--- src/rtl/bp_pkg.sv ---
// Shared definitions for the fetch-stage branch target buffer.
// Holds entry layout, table geometry and half-select encodings.
package bp_pkg;

    localparam int BP_ADDR_W  = 16;
    localparam int BP_IDX_W   = 3;
    localparam int BP_HALF_SZ = 4;
    localparam int BP_ENTRIES = 2 * BP_HALF_SZ;
    localparam int BP_CNT_W   = $clog2(BP_HALF_SZ);

    localparam logic BP_HALF_BEQ = 1'b0;
    localparam logic BP_HALF_JAL = 1'b1;

    typedef struct packed {
        logic                 valid;
        logic [BP_ADDR_W-1:0] tag;
        logic [BP_ADDR_W-1:0] target;
        logic                 hist;
    } bp_entry_t;

    // Entry index the controller forms from a half select and that half's victim pointer.
    function automatic logic [BP_IDX_W-1:0] bp_victim_index(input logic half,
                                                            input logic [BP_CNT_W-1:0] cnt);
        return {half, cnt};
    endfunction

endpackage

--- src/rtl/bp_rr_counter.sv ---
// Round-robin victim pointer for one half of the branch target buffer.
// Advances by one on each enabled edge and wraps naturally at its width.
module bp_rr_counter
    import bp_pkg::*;
#(
    parameter int W = BP_CNT_W
) (
    input  logic         clock,
    input  logic         reset,
    input  logic         enable,
    output logic [W-1:0] count
);

    always_ff @(posedge clock or posedge reset) begin
        if (reset) begin
            count <= '0;
        end else if (enable) begin
            count <= count + 1'b1;
        end
    end

endmodule

--- src/rtl/branch_predictor_table.sv ---
// Eight-entry flop-based branch target buffer with zero-latency lookup.
// Lower half serves BEQ entries, upper half JAL entries, each with its own victim pointer.
module branch_predictor_table
    import bp_pkg::*;
(
    input  logic                 clock,
    input  logic                 reset,
    input  logic [BP_ADDR_W-1:0] PC_in,
    input  logic                 BP_write_enable,
    input  logic [BP_ADDR_W-1:0] PC_BP_in,
    input  logic [BP_ADDR_W-1:0] BTA_BP_in,
    input  logic                 H_BP_in,
    input  logic [BP_IDX_W-1:0]  add_BP_in,
    input  logic                 enable1,
    input  logic                 enable2,
    output logic [BP_IDX_W:0]    add_BP_out,
    output logic [BP_ADDR_W-1:0] BTA_out,
    output logic                 predict_taken,
    output logic [BP_CNT_W-1:0]  count1,
    output logic [BP_CNT_W-1:0]  count2
);

    bp_entry_t             table_q [BP_ENTRIES];
    logic                  hit;
    logic [BP_IDX_W-1:0]   hit_idx;
    bp_entry_t             hit_entry;

    always_ff @(posedge clock or posedge reset) begin
        if (reset) begin
            for (int i = 0; i < BP_ENTRIES; i++) begin
                table_q[i] <= '0;
            end
        end else if (BP_write_enable) begin
            table_q[add_BP_in] <= '{valid: 1'b1, tag: PC_BP_in, target: BTA_BP_in, hist: H_BP_in};
        end
    end

    // Scan from the top down so the lowest matching index is the one left standing.
    always_comb begin
        hit     = 1'b0;
        hit_idx = '0;
        for (int i = BP_ENTRIES - 1; i >= 0; i--) begin
            if (table_q[i].valid && (table_q[i].tag == PC_in)) begin
                hit     = 1'b1;
                hit_idx = BP_IDX_W'(i);
            end
        end
    end

    assign hit_entry     = table_q[hit_idx];
    assign add_BP_out    = {hit, hit_idx};
    assign predict_taken = hit & hit_entry.hist;
    assign BTA_out       = predict_taken ? hit_entry.target : PC_in + 1'b1;

    bp_rr_counter #(.W(BP_CNT_W)) u_count_beq (
        .clock  (clock),
        .reset  (reset),
        .enable (enable1),
        .count  (count1)
    );

    bp_rr_counter #(.W(BP_CNT_W)) u_count_jal (
        .clock  (clock),
        .reset  (reset),
        .enable (enable2),
        .count  (count2)
    );

endmodule
--- config.mk ---
export PLATFORM = sky130hd
export DESIGN_NAME = branch_predictor_table
export DESIGN_NICKNAME = d
export VERILOG_FILES = /design/src/rtl/bp_pkg.sv /design/src/rtl/bp_rr_counter.sv /design/src/rtl/branch_predictor_table.sv
export SDC_FILE = /design/constraint.sdc
export NUM_CORES = 1
export LEC_CHECK = 0
export CAP_MARGIN = 40
export CORE_ASPECT_RATIO = 1.5
export CORE_MARGIN = 2
export CORE_UTILIZATION = 45
export CTS_CLUSTER_SIZE = 20
export DETAILED_ROUTE_END_ITERATION = 7
export PLACE_DENSITY = 0.65
export SETUP_SLACK_MARGIN = 0.1
export SLEW_MARGIN = 20
export SYNTH_ARGS = -nofsm -noshare
export SYNTH_HDL_FRONTEND = slang
export SYNTH_SLANG_ARGS = --single-unit
--- constraint.sdc ---
create_clock -name clock -period 9.1 [get_ports clock]
set_input_delay 2.275 -clock clock [delete_from_list [all_inputs] [get_ports clock]]
set_output_delay 2.275 -clock clock [all_outputs]
set_load 0.01 [all_outputs]
==> summary.md <==
| Metric | Value |
|---|---|
| Status | completed |
| Detailed router's first-iteration violation count | 399 |
| Part of the total power dissipated in the clock network | 0.325 |
| Type of element capturing the critical path | output pin |
| Most used flip-flop cell after synthesis | dfrtp_1 |
| CP Data Arrival Time | 6.50 ns |
| Slew Viols, Final | 0 |
| Post-route minimum period | 8.77 ns |
| Cell area after layout | 16400 um2 |
| Tightest Hold Check Type | flop to flop |
| Total negative slack for setup checks | 0 ns |
| Power share of the combinational group | 0.224 |
| Type of the worst setup path | input port to output pin |
| # DRC | 0 |
| Mean number of vias per cell | 5.63 |
| Sequential fraction of design power | 0.451 |
| Die Y | 220 um |
| Clock slew at the register clock pins of the worst setup and hold paths | 0.06 ns |
| Total Die Area | 32500 um2 |
| Average cell area after synthesis | 13.1 um2 |
| Sequential cell area fraction in the yosys report | 0.494 |
| Number of antenna violations at the first check in global routing | 1 |
| Leak pwr | 7.09 nW |
| Tightest Pin Transition | 0.866 ns |
| Antenna Cells | 0 |
| Largest fanout on the critical path | 12 |
| Post-detailed-placement half-perimeter wirelength | 27600 um |
| Maximum number of pins on one net before global-route repair | 134 |
| Synthesized netlist cell count | 1068 |
| Die width | 148 um |
| Timing startpoint of the critical path | PC_in[15] |
| Relative slew slack | 0.418 |
| Routability cong. | 0.924 |
| Post-DP Area | 15400 um2 |
| Buffer cell driving the clock tree root | clkbuf_16 |
| Synthesized area | 14000 um2 |
| TritonCTS clock tree | yes |
| Floorplan Core Area | 30800 um2 |
| Total vias in the final route | 9049 |
| H-Tree Level Count | 1 |
| Global route overflow | 0 |
| CTS max path bufs | 3 |
| Data required time of the worst path | 6.83 ns |
| Layout cells sized above 1 | 0.350 |
| Most used cells in the layout excluding fill and tap cells | mux2_2 (296), dfrtp_1 (276), xor2_1 (81) |
| Count of boundary I/O pins | 82 |
| Proportion of register bits with asynchronous set or reset after synthesis | 1.00 |
| Final routed wire length divided by cell count | 25.0 um |
| Number of warnings printed during yosys synthesis | 0 |
| Final worst-path cycle share | 0.964 |
| Maximum frequency from static timing analysis | 114 MHz |
| Count of buffers inserted at the top-level ports | 81 |
| Number of global-route vias before repair | 9553 |
| Final Util | 0.533 |
| Final setup viols | 0 |
| Reg2Reg Launch Point | table_q[135] |
| Register Area | 6910 um2 |
| CTS Hold Bufs | 0 |
| Most frequent standard cell in the layout excluding fill and tap cells | mux2_2 |
| Count of flip-flops with a built-in enable after synthesis | 0 |
| Layout fillers | 2698 |
| Total of max-cap violations | 0 |
| Inserted Clock Buffers | 28 |
| Switching power share of the total | 0.283 |
| Cell Int Power | 0.00264 W |
| Final hold slack | 0.499 ns |
| Setup repair after global routing missed its margin | false |
| Clock latency at the later pin of the worst-skew pair | 0.55 ns |
| Total number of clock tree sinks | 276 |
| Router iterations before antenna repair | 5 |
| Clock Skew | 0.0000124 ns |
| Area of combinational cells with multiple inputs | 6700 um2 |
| Detailed Route WL | 40100 um |
| Final net count | 1238 |
| Number of placement rows | 79 |
| Number of nets with antenna violations after routing | 0 |
| Worst voltage drop across the vdd grid | 150 uV |
| Hold path startpoint | u_count_jal.count[0] |
| Initial Utilization | 0.453 |
| Switching power of the nets | 0.00104 W |
| Distinct cells, synth | 48 |
| Number of hold-slack violations in the final timing report | 0 |
| Synthesis-to-finish area growth | 17.5% |
| Post-synth net total | 1126 |
| Wire length of the first global-routing pass | 60300 um |
| Critical Path Start Type | input port |
| Synth Register Bits | 276 |
| Power per cell area | 224 nW/um2 |
| GRT Overall Usage | 0.251 |
## layout make-up
class                      instances  area share
inverter                           6     0.00160
clock buffer                      42      0.0502
timing repair buffer             140      0.0815
multi-input combinational        728       0.408
sequential                       276       0.421
tap                              405      0.0309
clock inverter                     9     0.00747
## routing by layer
layer	up-vias	track usage	routed length [um]
li1	4080	-	-
met3	96	0.0346	1540
met5	-	0	13
met1	4666	0.291	15600
met4	2	0.142	2540
met2	205	0.444	20400
## worst max-delay path: stages
cell and delay, ns:
clkdlybuf4s50_1 0.64, xnor2_1 0.35, nor4b_2 0.24, nand4b_1 0.12, nand4b_1 0.35, o311a_1 0.26, a221oi_4 0.26, buf_4 0.20
mux2_2 0.37, a221oi_4 0.31, buf_12 0.20, mux2i_1 0.30, clkdlybuf4s50_1 0.59
## power by group through the flow
stage | clock network [W] | registers (W) | logic [W]
after floorplan | 0 | 0.00164 | 0.000556
after global placement | 0 | 0.00167 | 0.000807
after detailed placement | 0 | 0.00168 | 0.000820
after CTS | 0.00122 | 0.00166 | 0.000826
after global routing | 0.00128 | 0.00169 | 0.000886
final | 0.00120 | 0.00166 | 0.000824
## path summary, 6_finish.rpt
check,endpoint,slack [ns],depth (start not counted)
max in group asynchronous,table_q[227],5.73,3
min in group asynchronous,table_q[149],2.17,2
worst min register to register,u_count_jal.count[0],0.50,1
worst max-delay path,BTA_out[11],0.33,13
worst max register to register,table_q[135],8.28,1
worst min-delay path,u_count_jal.count[0],0.50,1
## registers in the layout (all words and copies together), names as in the netlist
signal             cells
u_count_jal.count      2
u_count_beq.count      2
table_q              272
## through the flow
step | setup WS [ns] | instances | power, W
after global routing | 0.161 | 1606 | 0.00385
after global placement | 0.190 | 1552 | 0.00248
after floorplan | 1.68 | 1068 | 0.00220
final | 0.325 | 1606 | 0.00368
after CTS | 0.198 | 1604 | 0.00371
after detailed placement | 0.211 | 1553 | 0.00250
## cell families (layout without fill, tap and decap cells)
kind of cell    count (synthesis)  count (layout)  share of synthesized area
mux                           347             347                      0.276
flops                         276             276                      0.494
simple gates                  184             184                     0.0766
xor+xnor                      148             148                     0.0944
buf+inv                        64             197                     0.0287
compound gates                 48              48                     0.0294
fa+ha+maj                       1               1                   0.000895
## cells in the mapped netlist (3+ instances only)
cell type | n | area share
inv_1 | 6 | 0.0016
and3_1 | 4 | 0.0018
xor2_1 | 81 | 0.051
nor3_1 | 5 | 0.0018
buf_6 | 9 | 0.0073
nand2b_1 | 5 | 0.0022
clkbuf_1 | 32 | 0.0086
a221o_1 | 16 | 0.011
nor2b_1 | 3 | 0.0013
nand4_1 | 15 | 0.0067
or4_1 | 9 | 0.0048
nand3_1 | 10 | 0.0036
nor4_1 | 22 | 0.0098
mux2_2 | 296 | 0.24
nor2_1 | 23 | 0.0062
buf_12 | 3 | 0.0043
or2_2 | 5 | 0.0022
a21oi_1 | 4 | 0.0014
nor4b_1 | 12 | 0.0075
xnor2_1 | 64 | 0.040
nand4b_1 | 12 | 0.0075
buf_2 | 6 | 0.0021
mux2i_1 | 49 | 0.035
nand2_1 | 46 | 0.012
dfrtp_1 | 276 | 0.49
buf_4 | 7 | 0.0038
o41ai_1 | 3 | 0.0019
o22ai_1 | 16 | 0.0072
nand3b_1 | 3 | 0.0016
## repair_timing
| item | in CTS | in global routing |
|---|---|---|
| resized for setup | 0 | 3 |
| setup endpoints to repair | 0 | 15 |
| setup buffers | 0 | 1 |
| hold endpoints to repair | 0 | 0 |
No activity file was read; power rests on OpenSTA's default activity.
==> RTL change (config.mk and constraints unchanged) <==
Register the input `PC_BP_in` before use, with the module's reset. The logic sees it one clock later. The other inputs are not delayed to match.
--- a/src/rtl/branch_predictor_table.sv
+++ b/src/rtl/branch_predictor_table.sv
@@ -21,4 +21,14 @@
 );
 
+    logic [BP_ADDR_W-1:0] PC_BP_q;
+
+    always_ff @(posedge clock or posedge reset) begin
+        if (reset) begin
+            PC_BP_q <= '0;
+        end else begin
+            PC_BP_q <= PC_BP_in;
+        end
+    end
+
     bp_entry_t             table_q [BP_ENTRIES];
     logic                  hit;
@@ -32,5 +42,5 @@
             end
         end else if (BP_write_enable) begin
-            table_q[add_BP_in] <= '{valid: 1'b1, tag: PC_BP_in, target: BTA_BP_in, hist: H_BP_in};
+            table_q[add_BP_in] <= '{valid: 1'b1, tag: PC_BP_q, target: BTA_BP_in, hist: H_BP_in};
         end
     end
Formal check against the unedited RTL: not equivalent (a bounded check fails within 4 cycles, from zero or initial values and one cycle with reset high).
==> RTL change against the unedited design <==
  * Combinational power decreased by 16%
  * Clock skew increased by 0.011 ns
  * Utilization increased by 0.37 points
  * Total power grew 1.2%
  * Sequential cell count increased by 16
  * Setup slack lost 0.13 ns
  * Synthesized area rose by 0.52%
  * Design area grew 0.70%
  * Wire length fell by 7.5%
  * Largest cell class unchanged
  * Critical path type unchanged
==> RTL change: results (changes against the unedited design) <==
grt met2 use=0.403 (was 0.444); post-synth cell types=64 (was 48); Nets=1259 (was 1238); Critical Path AT=6.63 ns (was 6.50 ns); Synth Net Count=1156 (was 1126); met3 usage=0.0243 (was 0.0346); fillers=2747 (was 2698); Area after DPL=15500 µm² (was 15400 µm²); clk_lat worst skew=0.57 ns (was 0.55 ns); status=completed (unchanged); Seq/Total Area, Yosys=0.520 (was 0.494); IO Port Bufs=81 (unchanged); Starting DRT DRC Count=411 (was 399); min-delay src=table_q[237] (was u_count_jal.count[0]); Routed wire per std cell=22.8 µm (was 25.0 µm); clk_skew=0.0113 ns (was 0.0000124 ns); M1 GR Usage=0.291 (about the same); gpl congestion=0.907 (was 0.924); share of layout cells above drive strength 1=0.326 (was 0.350); RR Startpoint=PC_BP_q[13] (was table_q[135]); biggest registers after layout=table_q: 272 flops, PC_BP_q: 16 flops (was table_q: 272 flops, u_count_beq.count: 2 flops, u_count_jal.count: 2 flops); leakage power=6.88 nW (was 7.09 nW); worst-margin pin slew=0.816 ns (was 0.866 ns); Post-Synth Adder-Cell Area=0.000891 (was 0.000895); Met3 Routed Length=1.29 mm (was 1.54 mm); hold endpoint=table_q[237] (was u_count_jal.count[0]); metal2 WL=19.2 mm (was 20.4 mm); R2R Path End=table_q[268] (was table_q[135]); total number of vias=9157 (was 9049); maximum VDD drop=0.000171 V (was 0.000150 V); Total GRT Usage=0.230 (was 0.251); Final Non-Filler Cells=1629 (was 1606); clk slew on worst S/H paths=0.06 ns (about the same); Avg Synthesized Cell Area=12.8 µm² (was 13.1 µm²); routed length on met1=15.2 mm (was 15.6 mm); cts bufs inserted=29 (was 28); vias in the first global route=9504 (was 9553); share of flip-flops with an asynchronous set or reset=1.00 (unchanged); first-pass GRT wire length=57.1 mm (was 60.3 mm); sw frac=0.267 (was 0.283); top cells by count, synth=dfrtp_1 (292), mux2_2 (261), xnor2_1 (87) (was mux2_2 (296), dfrtp_1 (276), xor2_1 (81)); detailed placement HPWL=24.7 mm (was 27.6 mm); mux contribution to synthesized area=0.224 (was 0.276); crit path from=PC_in[14] (was PC_in[15]); xor/xnor share of the synthesized area=0.0915 (was 0.0944); DR top layer=met4 (was met5)
## RTL change: cell types whose count changed in the layout (fill, tap and decap cells not counted), moves of 19 or more
cell / delta
xor2_1: -25
mux2i_1: -31
xnor2_1: +23
o22ai_1: +22
nor2_1: +19
nand2_1: -23
mux2_2: -35
## RTL change: per-stage QoR
| stage | hold slack (ns) | setup slack [ns] |
|---|---|---|
| 2_1_floorplan | 0.435 | 1.65 |
| 3_3_place_gp | 0.448 | 0.300 |
| 3_5_place_dp | 0.452 | 0.282 |
| 4_1_cts | 0.469 | 0.225 |
| 5_1_grt | 0.494 | 0.110 |
| 6_report | 0.466 | 0.193 |
## RTL change: worst max-delay path by stage
stage / to / slack [ns] / depth (start not counted)
floorplan: BTA_out[10] / 1.65 / 11
global placement: BTA_out[13] / 0.30 / 12
detailed placement: BTA_out[13] / 0.28 / 12
CTS: BTA_out[13] / 0.22 / 12
global route: BTA_out[13] / 0.11 / 12
finish: BTA_out[13] / 0.19 / 12
## RTL change: area by class of cell
class                      instances  area (µm²)  area share
clock buffer                      42         825      0.0499
clock inverter                    12         193      0.0116
sequential                       292        7310       0.442
timing repair buffer             135        1320      0.0796
inverter                          23        90.1     0.00545
tap                              405         507      0.0306
multi-input combinational        720        6300       0.381
## RTL change: worst max-delay path, delay by kind of cell
kind            cells  cell delay (ns)
mux                 2             0.65
simple gates        2             0.62
buf+inv             3             1.47
compound gates      4             1.13
xor+xnor            1             0.47
## RTL change: power groups by stage
stage               registers (mW)  logic, mW  clock network (mW)
global placement              1.75      0.686                   0
floorplan                     1.72      0.499                   0
global route                  1.78      0.755                1.36
CTS                           1.74      0.703                1.31
finish                        1.75      0.694                1.29
detailed placement            1.76      0.697                   0
